### src/rtl/aes_state_ser_if.sv
// Block-in / byte-out bus of the AES state serializer.
// Optional dout_last signal is present only when AES_SER_LAST_EN is defined.
interface aes_state_ser_if;
    localparam int unsigned BLK_W  = 128;
    localparam int unsigned BYTE_W = 8;

    logic [BLK_W-1:0]  blk;
    logic              blk_valid;
    logic              blk_ready;
    logic              mode;
    logic [BYTE_W-1:0] dout;
    logic              dout_valid;
    logic              dout_ready;
    logic              busy;
    logic              done;
`ifdef AES_SER_LAST_EN
    logic              dout_last;
`endif

    // Block source and byte sink side
    modport master (
        output blk, blk_valid, mode, dout_ready,
        input  blk_ready, dout, dout_valid, busy, done
`ifdef AES_SER_LAST_EN
        , dout_last
`endif
    );

    // Serializer side
    modport slave (
        input  blk, blk_valid, mode, dout_ready,
        output blk_ready, dout, dout_valid, busy, done
`ifdef AES_SER_LAST_EN
        , dout_last
`endif
    );
endinterface

### src/rtl/aes_state_ser.sv
// AES state serializer: captures a 128-bit block and streams 16 bytes over
// a valid/ready handshake, MSB-first (mode=0) or LSB-first (mode=1).
// Optional feature macro: AES_SER_LAST_EN adds dout_last marking the 16th byte.
module aes_state_ser (
    input  logic            clk,
    input  logic            rst,
    aes_state_ser_if.slave  bus
);
    localparam int unsigned BLK_W  = 128;
    localparam int unsigned BYTE_W = 8;
    localparam int unsigned CNT_W  = 4;
    localparam logic [CNT_W-1:0] LAST_CNT = CNT_W'(15);

    typedef enum logic {
        IDLE = 1'b0,
        SEND = 1'b1
    } state_e;

    state_e             state_q, state_d;
    logic [BLK_W-1:0]   sr_q, sr_d;
    logic [CNT_W-1:0]   cnt_q, cnt_d;
    logic               ord_q, ord_d;
    logic               done_q, done_d;
    logic               xfer;

    assign xfer = (state_q == SEND) && bus.dout_ready;

    // State and datapath registers; reset drops any in-flight block
    always_ff @(posedge clk or posedge rst) begin
        if (rst) begin
            state_q <= IDLE;
            sr_q    <= '0;
            cnt_q   <= '0;
            ord_q   <= 1'b0;
            done_q  <= 1'b0;
        end else begin
            state_q <= state_d;
            sr_q    <= sr_d;
            cnt_q   <= cnt_d;
            ord_q   <= ord_d;
            done_q  <= done_d;
        end
    end

    // Next-state: capture in IDLE, shift toward the emitting end on each handshake
    always_comb begin
        state_d = state_q;
        sr_d    = sr_q;
        cnt_d   = cnt_q;
        ord_d   = ord_q;
        done_d  = 1'b0;
        case (state_q)
            IDLE: begin
                if (bus.blk_valid) begin
                    sr_d    = bus.blk;
                    ord_d   = bus.mode;
                    cnt_d   = '0;
                    state_d = SEND;
                end
            end
            SEND: begin
                if (xfer) begin
                    if (ord_q) begin
                        sr_d = {BYTE_W'(0), sr_q[BLK_W-1:BYTE_W]};
                    end else begin
                        sr_d = {sr_q[BLK_W-BYTE_W-1:0], BYTE_W'(0)};
                    end
                    cnt_d = cnt_q + CNT_W'(1);
                    if (cnt_q == LAST_CNT) begin
                        state_d = IDLE;
                        done_d  = 1'b1;
                    end
                end
            end
            default: state_d = IDLE;
        endcase
    end

    // Output decode straight from registered state
    assign bus.blk_ready  = (state_q == IDLE);
    assign bus.dout_valid = (state_q == SEND);
    assign bus.busy       = (state_q == SEND);
    assign bus.dout       = ord_q ? sr_q[BYTE_W-1:0] : sr_q[BLK_W-1:BLK_W-BYTE_W];
    assign bus.done       = done_q;
`ifdef AES_SER_LAST_EN
    assign bus.dout_last  = (state_q == SEND) && (cnt_q == LAST_CNT);
`endif

endmodule

### src/flat_wrapper.sv
// flat-port wrapper written by rule: the top's interface ports become plain ports
module aes_state_ser_flat 
  (clk, rst, bus_blk, bus_blk_valid, bus_mode, bus_dout_ready, bus_blk_ready, bus_dout, bus_dout_valid, bus_busy, bus_done);
  aes_state_ser_if bus_i ();
  input  logic clk;
  input  logic rst;
  input wire logic [$bits(bus_i.blk)-1:0] bus_blk;
  input wire logic [$bits(bus_i.blk_valid)-1:0] bus_blk_valid;
  input wire logic [$bits(bus_i.mode)-1:0] bus_mode;
  input wire logic [$bits(bus_i.dout_ready)-1:0] bus_dout_ready;
  output wire logic [$bits(bus_i.blk_ready)-1:0] bus_blk_ready;
  output wire logic [$bits(bus_i.dout)-1:0] bus_dout;
  output wire logic [$bits(bus_i.dout_valid)-1:0] bus_dout_valid;
  output wire logic [$bits(bus_i.busy)-1:0] bus_busy;
  output wire logic [$bits(bus_i.done)-1:0] bus_done;
  assign bus_i.blk = bus_blk;
  assign bus_i.blk_valid = bus_blk_valid;
  assign bus_i.mode = bus_mode;
  assign bus_i.dout_ready = bus_dout_ready;
  assign bus_blk_ready = bus_i.blk_ready;
  assign bus_dout = bus_i.dout;
  assign bus_dout_valid = bus_i.dout_valid;
  assign bus_busy = bus_i.busy;
  assign bus_done = bus_i.done;
  aes_state_ser u_core (.clk(clk), .rst(rst), .bus(bus_i));
endmodule
### config.mk
export PLATFORM = sky130hd
export DESIGN_NAME = aes_state_ser_flat
export DESIGN_NICKNAME = d
export VERILOG_FILES = /design/src/rtl/aes_state_ser_if.sv /design/src/rtl/aes_state_ser.sv /design/src/flat_wrapper.sv
export SDC_FILE = /design/constraint.sdc
export NUM_CORES = 1
export LEC_CHECK = 0
export ABC_AREA = 1
export BUFFER_PORTS_ARGS = -buffer_cell sky130_fd_sc_hd__buf_2
export CAP_MARGIN = 20
export CORE_MARGIN = 4
export CORE_UTILIZATION = 30
export CTS_BUF_LIST = sky130_fd_sc_hd__clkbuf_4 sky130_fd_sc_hd__clkbuf_8
export CTS_CLUSTER_SIZE = 28
export DETAILED_ROUTE_END_ITERATION = 7
export GPL_TIMING_DRIVEN = 0
export PLACE_DENSITY = 0.49
export SYNTH_ARGS = -nofsm -noshare
export SYNTH_HDL_FRONTEND = slang
export SYNTH_SLANG_ARGS = --single-unit
### constraint.sdc
create_clock -name clk -period 5 [get_ports clk]
set_input_delay 0 -clock clk [delete_from_list [all_inputs] [get_ports clk]]
set_output_delay 0 -clock clk [all_outputs]
set_load 0.03 [all_outputs]
==> results_dict.tcl, run 1 <==
set metrics [dict create \
    io_pins 145 \
    drive_gt1_frac 0.1643 \
    start_util 0.3041 \
    yosys_warnings 0 \
    dieArea_um2 30030 \
    gp_congestion 0.8640 \
    finalCriticalPeriod_ns 2.229 \
    syn_area_um2 8195 \
    htree_levels 4 \
    via_per_inst 4.793 \
    clock_sinks 135 \
    grt_overflow_total 0 \
    grt_pass1_vias 9206 \
    reg2reg_slack_ns 2.77 \
    antenna_cells 0 \
    final_cell_mix "nand2_1, nor2_1, nand3_1" \
    cts-root-buf "clkbuf_8" \
    io_buffer_count 144 \
    cts_buffer_depth 2 \
    fin_tns_setup_ns 0 \
    ys_ff_latch 135 \
    path_clk_slew_ns 0.09 \
    cp_max_fo 10 \
    required_ns 5.35 \
    finalClockSkew_ns 0.01550 \
    drv_slew 0 \
    drc 0 \
    vias 9216 \
    grt_max_degree 82 \
    max_freq_mhz 448.6 \
    clock_latency_ns 0.46 \
    hp-class "input pin to asynchronous set/reset pin" \
    status "finished, final reports clean" \
    worstMarginPinSlew_ns 0.8194 \
    crit_chain "buf_4 -> inv_2 -> buf_2 -> buf_2 -> a21oi_1 -> dlygate4sd3_1" \
    hold_viol_final 0 \
    wl_per_cell_um 16.72 \
    power_density_nw_per_um2 563.5 \
    grt_pass1_wl_mm 51.69 \
    core_um2 26950 \
    cp-start-kind "flop" \
    cts_tree "yes" \
    maxCapViolCount 0 \
    max_stage_delay_ns 0.56 \
    max_slew_margin 0.4537 \
    yosysSeqAreaShare 0.4122 \
    vdd.ir_drop.worst_uv 332.1 \
    die_h_um 173.3 \
    synthCells 1272 \
    endpoint_kind "flop" \
    dieWidth_um 173.3 \
    first_pass_iters 7 \
    rsz0062_at_grt "false" \
    syn_nets 1406 \
    fill_cells 2869 \
    rows 60 \
    critPathArrivalTime_ns 2.58 \
    ctsResizeCount 0 \
    p_leak_nw 5.743 \
    wirelength_mm 32.14 \
    path_class "flop to flop" \
    grt_antenna_before_repair 0 \
    avgSynthCellArea_um2 6.443 \
    wl_met1_mm 14.80 \
    routed-wl-met2_mm 15.42 \
    setup_viol_count_final 0 \
    cpMostUsedCell "buf_2" \
    antenna_left 0 \
    final_common_cell "nand2_1" \
    finalPower_w 0.006289 \
    drtIter0Drc 713 \
    fin_crit_sh 0.4458 \
    highest_layer "met4" \
    detailed_place_hpwl_mm 22.70 \
    ys_types 16 \
    wl_met3_mm 1.464 \
    nets 1703 \
    postLayoutCoreUtil 0.4141 \
    area_delta_synth_final_pct 36.18 \
    grtUsageTotal 0.2146 \
    cts_made_buffers 17 \
    cpMaxStageDelayCell "dlygate4sd3_1" \
]
-- cells in the mapped netlist (all sizes together) --
library cell  number  area (um2)
dfrtp            135        3378
nand2            419        1585
a21oi              2       10.01
buf               76       483.0
inv               15       56.30
ha                 1       12.51
nand3            242        1211
nor3               2       10.01
o21ai             18       90.09
clkbuf            22       82.58
nor2             340        1276
-- worst max-delay path, delay by kind of cell (launching register included) --
| kind | cells | cell delay [ns] |
|---|---|---|
| AO/OA/AOI/OAI | 1 | 0.09 |
| buffers and inverters | 5 | 1.61 |
| flip-flops | 1 | 0.40 |
-- where the power goes --
part | switching, W | internal (W) | total, W
clock network | 0.000486 | 0.000590 | 0.00108
logic | 0.00196 | 0.00113 | 0.00309
registers | 0.000498 | 0.00163 | 0.00213
total | 0.00294 | 0.00335 | 0.00629
-- logic make-up after synthesis --
group / synth area share
adders and majority gates: 0.001526
DFF: 0.4122
buffers and inverters: 0.07588
and+or+nand+nor: 0.4982
AOI/OAI and AO/OA: 0.01221
-- metrics by stage --
stage / hold slack, ns / cell area (um2) / std cells / setup WS (ns)
6_report: 0.2446 / 11160 / 1923 / 2.771
5_1_grt: 0.3180 / 11160 / 1923 / 2.606
4_1_cts: 0.2602 / 11160 / 1923 / 2.706
3_5_place_dp: 0.2348 / 9375 / 1758 / 3.142
3_3_place_gp: 0.2937 / 9343 / 1757 / -0.8274
2_1_floorplan: 0.1210 / 8195 / 1272 / 1.389
-- layout make-up --
class                           instances  area [um2]  area share
Sequential cell                       135        3378      0.3027
Inverter                               15       61.31    0.005493
Timing Repair Buffer                  278        2079      0.1863
Multi-Input combinational cell       1024        4195      0.3759
Buffer                                 98       565.5     0.05067
Clock buffer                           21       282.8     0.02534
Tap cell                              341       426.7     0.03823
Clock inverter                         11       171.4     0.01536
-- registers in the layout (all words and copies together) (netlist names) --
signal / cells
u_core.ord_q: 1
u_core.sr_q: 128
u_core.bus.done: 1
u_core.cnt_q: 4
u_core.bus.busy: 1
-- metal layers --
layer  GRT usage  up-vias
met5           0        -
met4     0.04756        0
met3     0.02988       29
met2      0.3605      253
met1      0.2953     4329
li1            -     4605
-- path summary, 6_finish.rpt --
path | startpoint | to | cells after the start
max in group asynchronous | rst | u_core.bus.done | 4
hold / removal | rst | u_core.sr_q[32] | 3
setup / recovery | u_core.bus.busy | u_core.bus.busy | 6
hold reg to reg | u_core.cnt_q[0] | u_core.cnt_q[0] | 1
setup reg to reg | u_core.bus.busy | u_core.bus.busy | 6
min in group clk | bus_blk[4] | u_core.sr_q[4] | 6
-- what timing repair did --
item                                    4_1_cts  5_1_grt
endpoints found under the setup margin        0        0
hold buffers                                133        0
endpoints found under the hold margin       215        0
setup buffers                                 0        0
No activity file was read; power rests on OpenSTA's default activity.
==> run 2, diff against run 1 <==
--- a/config.mk
+++ b/config.mk
@@ -5,7 +5,7 @@
 export SDC_FILE = /design/constraint.sdc
 export NUM_CORES = 1
 export LEC_CHECK = 0
-export ABC_AREA = 1
+export ABC_AREA = 0
 export BUFFER_PORTS_ARGS = -buffer_cell sky130_fd_sc_hd__buf_2
 export CAP_MARGIN = 20
 export CORE_MARGIN = 4
@@ -14,7 +14,7 @@
 export CTS_CLUSTER_SIZE = 28
 export DETAILED_ROUTE_END_ITERATION = 7
 export GPL_TIMING_DRIVEN = 0
-export PLACE_DENSITY = 0.49
+export PLACE_DENSITY = 0.51
 export SYNTH_ARGS = -nofsm -noshare
 export SYNTH_HDL_FRONTEND = slang
 export SYNTH_SLANG_ARGS = --single-unit
==> constraint.sdc (replaced) <==
create_clock -name clk -period 2 [get_ports clk]
set_input_delay 0 -clock clk [delete_from_list [all_inputs] [get_ports clk]]
set_output_delay 0 -clock clk [all_outputs]
set_load 0.03 [all_outputs]
==> run 2 against run 1 <==
Effect of this change:
- area after synthesis fell by 12%
- clock power is 140% higher
- synthesized cell count decreased by 43%
- sequential power is 140% higher
- non-clock buffer count shrank 35
- die area decreased by 11%
- utilization rose by 1.7 points
- worst setup slack worse by 2.7 ns
- via count shrank 28%
- largest power group is now sequential cells
==> results_dict.tcl, run 2 <==
set metrics [dict create \
    status "finished, final reports clean" \
    critPathArrivalTime_ns 1.89 \
    required_ns 2.00 \
    yosys.area.top_type "dfrtp_1" \
    cpMostUsedCell "buf_2" \
    grtUsageTotal 0.1898 \
    syn_area_um2 7218 \
    drive_gt1_frac 0.2943 \
    placedInstanceArea_um2 8402 \
    crit_buf_inv 4 \
    async_reset_ff_frac 1.000 \
    max_stage_delay_ns 0.37 \
    gp_congestion 0.7843 \
    antenna_left 0 \
    internal-power_w 0.006851 \
    grt_pass1_vias 6755 \
    finalPower_w 0.01058 \
    switching_power_w 0.003726 \
    max_slew_margin 0.5167 \
    postCtsSetupBuffers 0 \
    grt_antenna_before_repair 1 \
    path_clk_slew_ns 0.08 \
    cpMaxStageDelayCell "mux2_2" \
    fin_cells 1352 \
    avgSynthCellArea_um2 9.956 \
    detailed_place_hpwl_mm 18.36 \
    finalCriticalPeriod_ns 1.893 \
    wl_per_cell_um 18.61 \
    start_util 0.3066 \
    pwr-share-clk 0.241 \
    yosysSeqAreaShare 0.4680 \
    power_frac_comb 0.277 \
    cts-root-buf "clkbuf_8" \
    reg.largest.list "u_core.sr_q: 128 flops, u_core.cnt_q: 4 flops" \
    first_pass_iters 5 \
    ys_dominant_reg_cell "dfrtp_1" \
    io_pins 145 \
    pre_cts_slack_ns 0.2129 \
    synth_common_cells "dfrtp_1, nand2_1, o21ai_0, mux2i_1, mux2_2" \
    antenna_cells 0 \
    cp_max_fo 10 \
    power_density_nw_per_um2 1043 \
    crit_chain "buf_2 -> buf_6 -> clkbuf_4 -> mux2_2 -> buf_2" \
    maxCapViolCount 0 \
    synth_edf_count 0 \
    worstMarginPinSlew_ns 0.7234 \
    dieArea_um2 26610 \
    yosys_warnings 0 \
    p_seq_frac 0.482 \
    vias 6608 \
    final_common_cell "buf_2" \
    fin_ws_ns 0.1069 \
    dp.cells 1191 \
    hp-class "input pin to flop" \
    vdd.ir_drop.worst_uv 405.4 \
    clock_sinks 135 \
    fin_tns_setup_ns 0 \
    max_freq_mhz 528.2 \
    endpoint_kind "primary output" \
    nets 1155 \
    hold_viol_final 0 \
    setup_viol_count_final 0 \
    cts_made_buffers 17 \
    syn_nets 859 \
    swShare 0.3523 \
    fin_crit_sh 0.9465 \
    io_buffer_count 144 \
    htree_levels 4 \
    final_cell_mix "buf_2, dfrtp_1, dlygate4sd3_1" \
    die_h_um 163.1 \
    grt_max_degree 39 \
    clock_latency_ns 0.45 \
    synthTopCellsByArea "dfrtp_1, mux2i_1, mux2_2, o21ai_0, nand2_1" \
    drv_slew 0 \
    grt_pass1_wl_mm 39.07 \
    core_um2 23540 \
    top_register "u_core.sr_q" \
    dieWidth_um 163.1 \
    rsz0062_at_grt "false" \
    synth.most_common_cell "dfrtp_1" \
    finalClockSkew_ns 0.01758 \
    drc 0 \
    cts_tree "yes" \
    cp-start-kind "flop" \
    ys_ff_latch 135 \
    ys_types 29 \
    area_delta_synth_final_pct 40.46 \
    grt_overflow_total 0 \
    path_class "flop to primary output" \
    via_per_inst 4.888 \
    drtIter0Drc 396 \
    synth_top_area_frac 0.4680 \
    wirelength_mm 25.16 \
    cp_top_family "buffers and inverters" \
    synthCells 725 \
    p_leak_nw 4.560 \
    cts_buffer_depth 2 \
    rows 56 \
    largest_reg_flops 128 \
    fin_area_um2 10140 \
]
## run 2: cell count changes after synthesis, sizes merged, moves of 15 or more
cell,before,now
mux2,0,54
nand2,419,112
mux2i,0,69
o21ai,18,129
buf,76,44
a22oi,0,66
a21oi,2,17
nand3,242,46
nor2,340,19
## run 2: power groups by stage
stage / logic, W / registers (W) / clock network [W]
global route: 0.00332 / 0.00524 / 0.00272
global placement: 0.00267 / 0.00512 / 0
CTS: 0.00295 / 0.00508 / 0.00260
finish: 0.00293 / 0.00510 / 0.00255
floorplan: 0.00218 / 0.00447 / 0
detailed placement: 0.00275 / 0.00513 / 0
## run 2: per-layer routing
metal / vias up / global-route usage / wire length [um]
li1: 3204 / - / -
met1: 3197 / 0.2813 / 12260
met2: 190 / 0.2896 / 11470
met3: 15 / 0.03659 / 1184
met4: 2 / 0.03812 / 234
met5: - / 0 / 13
## run 2: through the flow
step,hold WS [ns],util
final,0.1439,0.4306
after global routing,0.1432,0.4306
after CTS,0.1108,0.4305
after detailed placement,0.1659,0.3569
after global placement,0.2160,0.3543
after floorplan,0.1054,-
## run 2: cell families after synthesis
| group | synth area share |
|---|---|
| adders and majority gates | 0.001733 |
| muxes | 0.1822 |
| AOI/OAI and AO/OA | 0.1870 |
| and+or+nand+nor | 0.1076 |
| DFF | 0.4680 |
| buffers and inverters | 0.05339 |
## run 2: cell type report
class                           instances  area, um2
Fill cell                            2386      13400
Multi-Input combinational cell        524       3455
Sequential cell                       135       3378
Timing Repair Buffer                  277       2082
Tap cell                              319      399.1
Buffer                                 64      380.4
Clock buffer                           23      285.3
Clock inverter                          8      147.6
Inverter                                2      11.26
## run 2: path summary, 6_finish.rpt
check	from	end	slack (ns)	cells after the start
min in group asynchronous	rst	u_core.sr_q[51]	0.21	3
max in group asynchronous	rst	u_core.ord_q	0.87	5
worst max-delay path	u_core.ord_q	bus_dout[0]	0.11	5
worst min register to register	u_core.cnt_q[3]	u_core.cnt_q[3]	0.48	1
worst min-delay path	bus_blk_valid	u_core.sr_q[27]	0.14	4
worst max register to register	u_core.bus.busy	u_core.sr_q[62]	0.18	5
## run 2: worst reg2reg max path, cell delays in order (launching register included)
cell	delay (ns)
dfrtp_1	0.46
buf_6	0.19
nand2_1	0.12
buf_2	0.26
clkbuf_1	0.47
o21ai_0	0.18
## run 2: repair_timing
action,4_1_cts,5_1_grt
gates resized for setup,0,1
hold buffers,130,0
endpoints found under the hold margin,156,0
endpoints found under the setup margin,0,6
==> run 3, diff against run 2 <==
--- a/config.mk
+++ b/config.mk
@@ -10,11 +10,11 @@
 export CAP_MARGIN = 20
 export CORE_MARGIN = 4
 export CORE_UTILIZATION = 30
-export CTS_BUF_LIST = sky130_fd_sc_hd__clkbuf_4 sky130_fd_sc_hd__clkbuf_8
+export CTS_BUF_LIST = sky130_fd_sc_hd__clkbuf_4
 export CTS_CLUSTER_SIZE = 28
 export DETAILED_ROUTE_END_ITERATION = 7
 export GPL_TIMING_DRIVEN = 0
-export PLACE_DENSITY = 0.51
+export PLACE_DENSITY = 0.6
 export SYNTH_ARGS = -nofsm -noshare
 export SYNTH_HDL_FRONTEND = slang
 export SYNTH_SLANG_ARGS = --single-unit
==> run 3 against run 2 <==
Effect of this change:
- first-iteration DRC count rose by 39%
- flip-flop and latch count did not move
- die area did not move
- clock skew rose by 0.0070 ns
- wire length barely moved
- sequential share of layout area fell by 0.086 points
- via count rose by 1.0%
- critical path type unchanged
- non-clock buffer count rose by 6
- register-to-register slack got worse by 0.05 ns
- clock power fell by 7.8%
- worst hold slack got worse by 0.073 ns
- combinational power rose by 2%
- critical endpoint is now bus_dout[7]
==> results_dict.tcl, run 3 (synthesis gave the netlist of run 2 again) <==
set metrics [dict create \
    status "finished, final reports clean" \
    max_freq_mhz 533.1 \
    hp-class "input pin to asynchronous set/reset pin" \
    dieArea_um2 26610 \
    wirelength_mm 25.16 \
    drtIter0Drc 551 \
    cp-start-kind "flop" \
    endpoint_kind "primary output" \
    maxCapViolCount 0 \
    gp_congestion 0.8166 \
    vias 6676 \
    vdd.ir_drop.worst_uv 511.9 \
    crit_chain "buf_2 -> buf_8 -> buf_8 -> mux2_2 -> buf_2" \
    cpMaxStageDelayCell "mux2_2" \
    htree_levels 4 \
    cts_buffer_depth 2 \
    grtUsageTotal 0.1892 \
    drive_gt1_frac 0.2952 \
    cts_made_buffers 17 \
    path_class "flop to primary output" \
    reg.largest.list "u_core.sr_q: 128 flops, u_core.cnt_q: 4 flops" \
    grt_pass1_wl_mm 38.90 \
    dieWidth_um 163.1 \
    fin_tns_setup_ns 0 \
    grt_antenna_before_repair 1 \
    pre_cts_slack_ns 0.2295 \
    hold_viol_final 0 \
    cts_tree "yes" \
    fill_cells 2349 \
    dp.cells 1191 \
    p_leak_nw 4.576 \
    critPathArrivalTime_ns 1.88 \
    setup_viol_count_final 0 \
    grt_pass1_vias 6765 \
    max_slew_margin 0.5914 \
    io_buffer_count 144 \
    crit_buf_inv 4 \
    io_pins 145 \
    largest_reg_flops 128 \
    fin_cells 1360 \
    drv_slew 0 \
    path_clk_slew_ns 0.12 \
    via_per_inst 4.909 \
    r2r.worst_path.cells 6 \
    detailed_place_hpwl_mm 18.15 \
    core_um2 23540 \
    worstMarginPinSlew_ns 0.6115 \
    grt_overflow_total 0 \
    cp_top_family "buffers and inverters" \
    reg2reg_slack_ns 0.13 \
    rsz0062_at_grt "false" \
    clock_sinks 135 \
    area_delta_synth_final_pct 40.87 \
    power_density_nw_per_um2 1028 \
    start_util 0.3066 \
    fin_ws_ns 0.1242 \
    nets 1161 \
    required_ns 2.00 \
    rows 56 \
    die_h_um 163.1 \
    final_common_cell "buf_2" \
    postLayoutCoreUtil 0.4319 \
    cp.depth 5 \
    grt_max_degree 40 \
    max_stage_delay_ns 0.36 \
    top_register "u_core.sr_q" \
    first_pass_iters 5 \
    hold_ws_ns 0.07089 \
    clock_latency_ns 0.57 \
    cp_max_fo 10 \
    fin_crit_sh 0.9379 \
    wl_per_cell_um 18.50 \
    final_cell_mix "buf_2, dlygate4sd3_1, dfrtp_1" \
    finalClockSkew_ns 0.02454 \
    antenna_left 0 \
    finalCriticalPeriod_ns 1.876 \
    drc 0 \
    cts-root-buf "clkbuf_4" \
]
==> run 3: changes by cell type in the layout (fill, tap and decap cells not counted), sizes merged <==
cell         before  now
bufinv            4    6
dlygate4sd3     130  136
clkbuf           44   37
buf             190  192
diode             0    1
clkinv            1    5
==> run 3: layout make-up <==
class,instances,area [um2],share of cell area
Multi-Input combinational cell,524,3455,0.3397
Buffer,62,399.1,0.03925
Tap cell,319,399.1,0.03925
Clock inverter,14,230.2,0.02264
Antenna cell,1,2.502,0.0002461
Timing Repair Buffer,285,2157,0.2121
Inverter,2,11.26,0.001107
Clock buffer,18,135.1,0.01329
Sequential cell,135,3379,0.3323
==> run 3: timing repair <==
item	CTS	global route
hold endpoints to repair	264	0
buffers inserted	0	2
hold buffers	136	0
endpoints found under the setup margin	8	11
resized for setup	4	5
==> run 3: worst paths after layout <==
path	to	start
max in group asynchronous	u_core.sr_q[117]	rst
worst min-delay path	u_core.sr_q[56]	rst
worst min register to register	u_core.cnt_q[3]	u_core.cnt_q[3]
worst max-delay path	bus_dout[7]	u_core.ord_q
worst max register to register	u_core.sr_q[7]	u_core.bus.busy
min in group clk	u_core.sr_q[16]	bus_blk[16]
==> run 3: report_power, final <==
group | total (W) | leakage (nW) | internal, W | switching (W)
sequential | 0.00512 | 1.77 | 0.00380 | 0.00131
combinational | 0.00299 | 2.62 | 0.00162 | 0.00137
clock | 0.00235 | 0.185 | 0.00125 | 0.00110
==> run 3: worst register-to-register path: cells and delay by family (launching register included) <==
family / cells / cell delay [ns]
compound gates: 2 / 0.30
simple gates: 1 / 0.12
flops: 1 / 0.46
buf+inv: 3 / 0.95
==> run 3: per-stage QoR <==
stage / cell area [um2] / power, W
after floorplan: 7222 / 0.006648
after global placement: 8342 / 0.007727
after detailed placement: 8402 / 0.007873
after CTS: 10140 / 0.01044
after global routing: 10170 / 0.01109
final: 10170 / 0.01045
==> run 3: per-layer routing <==
layer,share of wire,GRT usage
met3,0.055,0.03684
met2,0.45,0.2891
met1,0.48,0.2792
met5,0,0
met4,0.012,0.03965
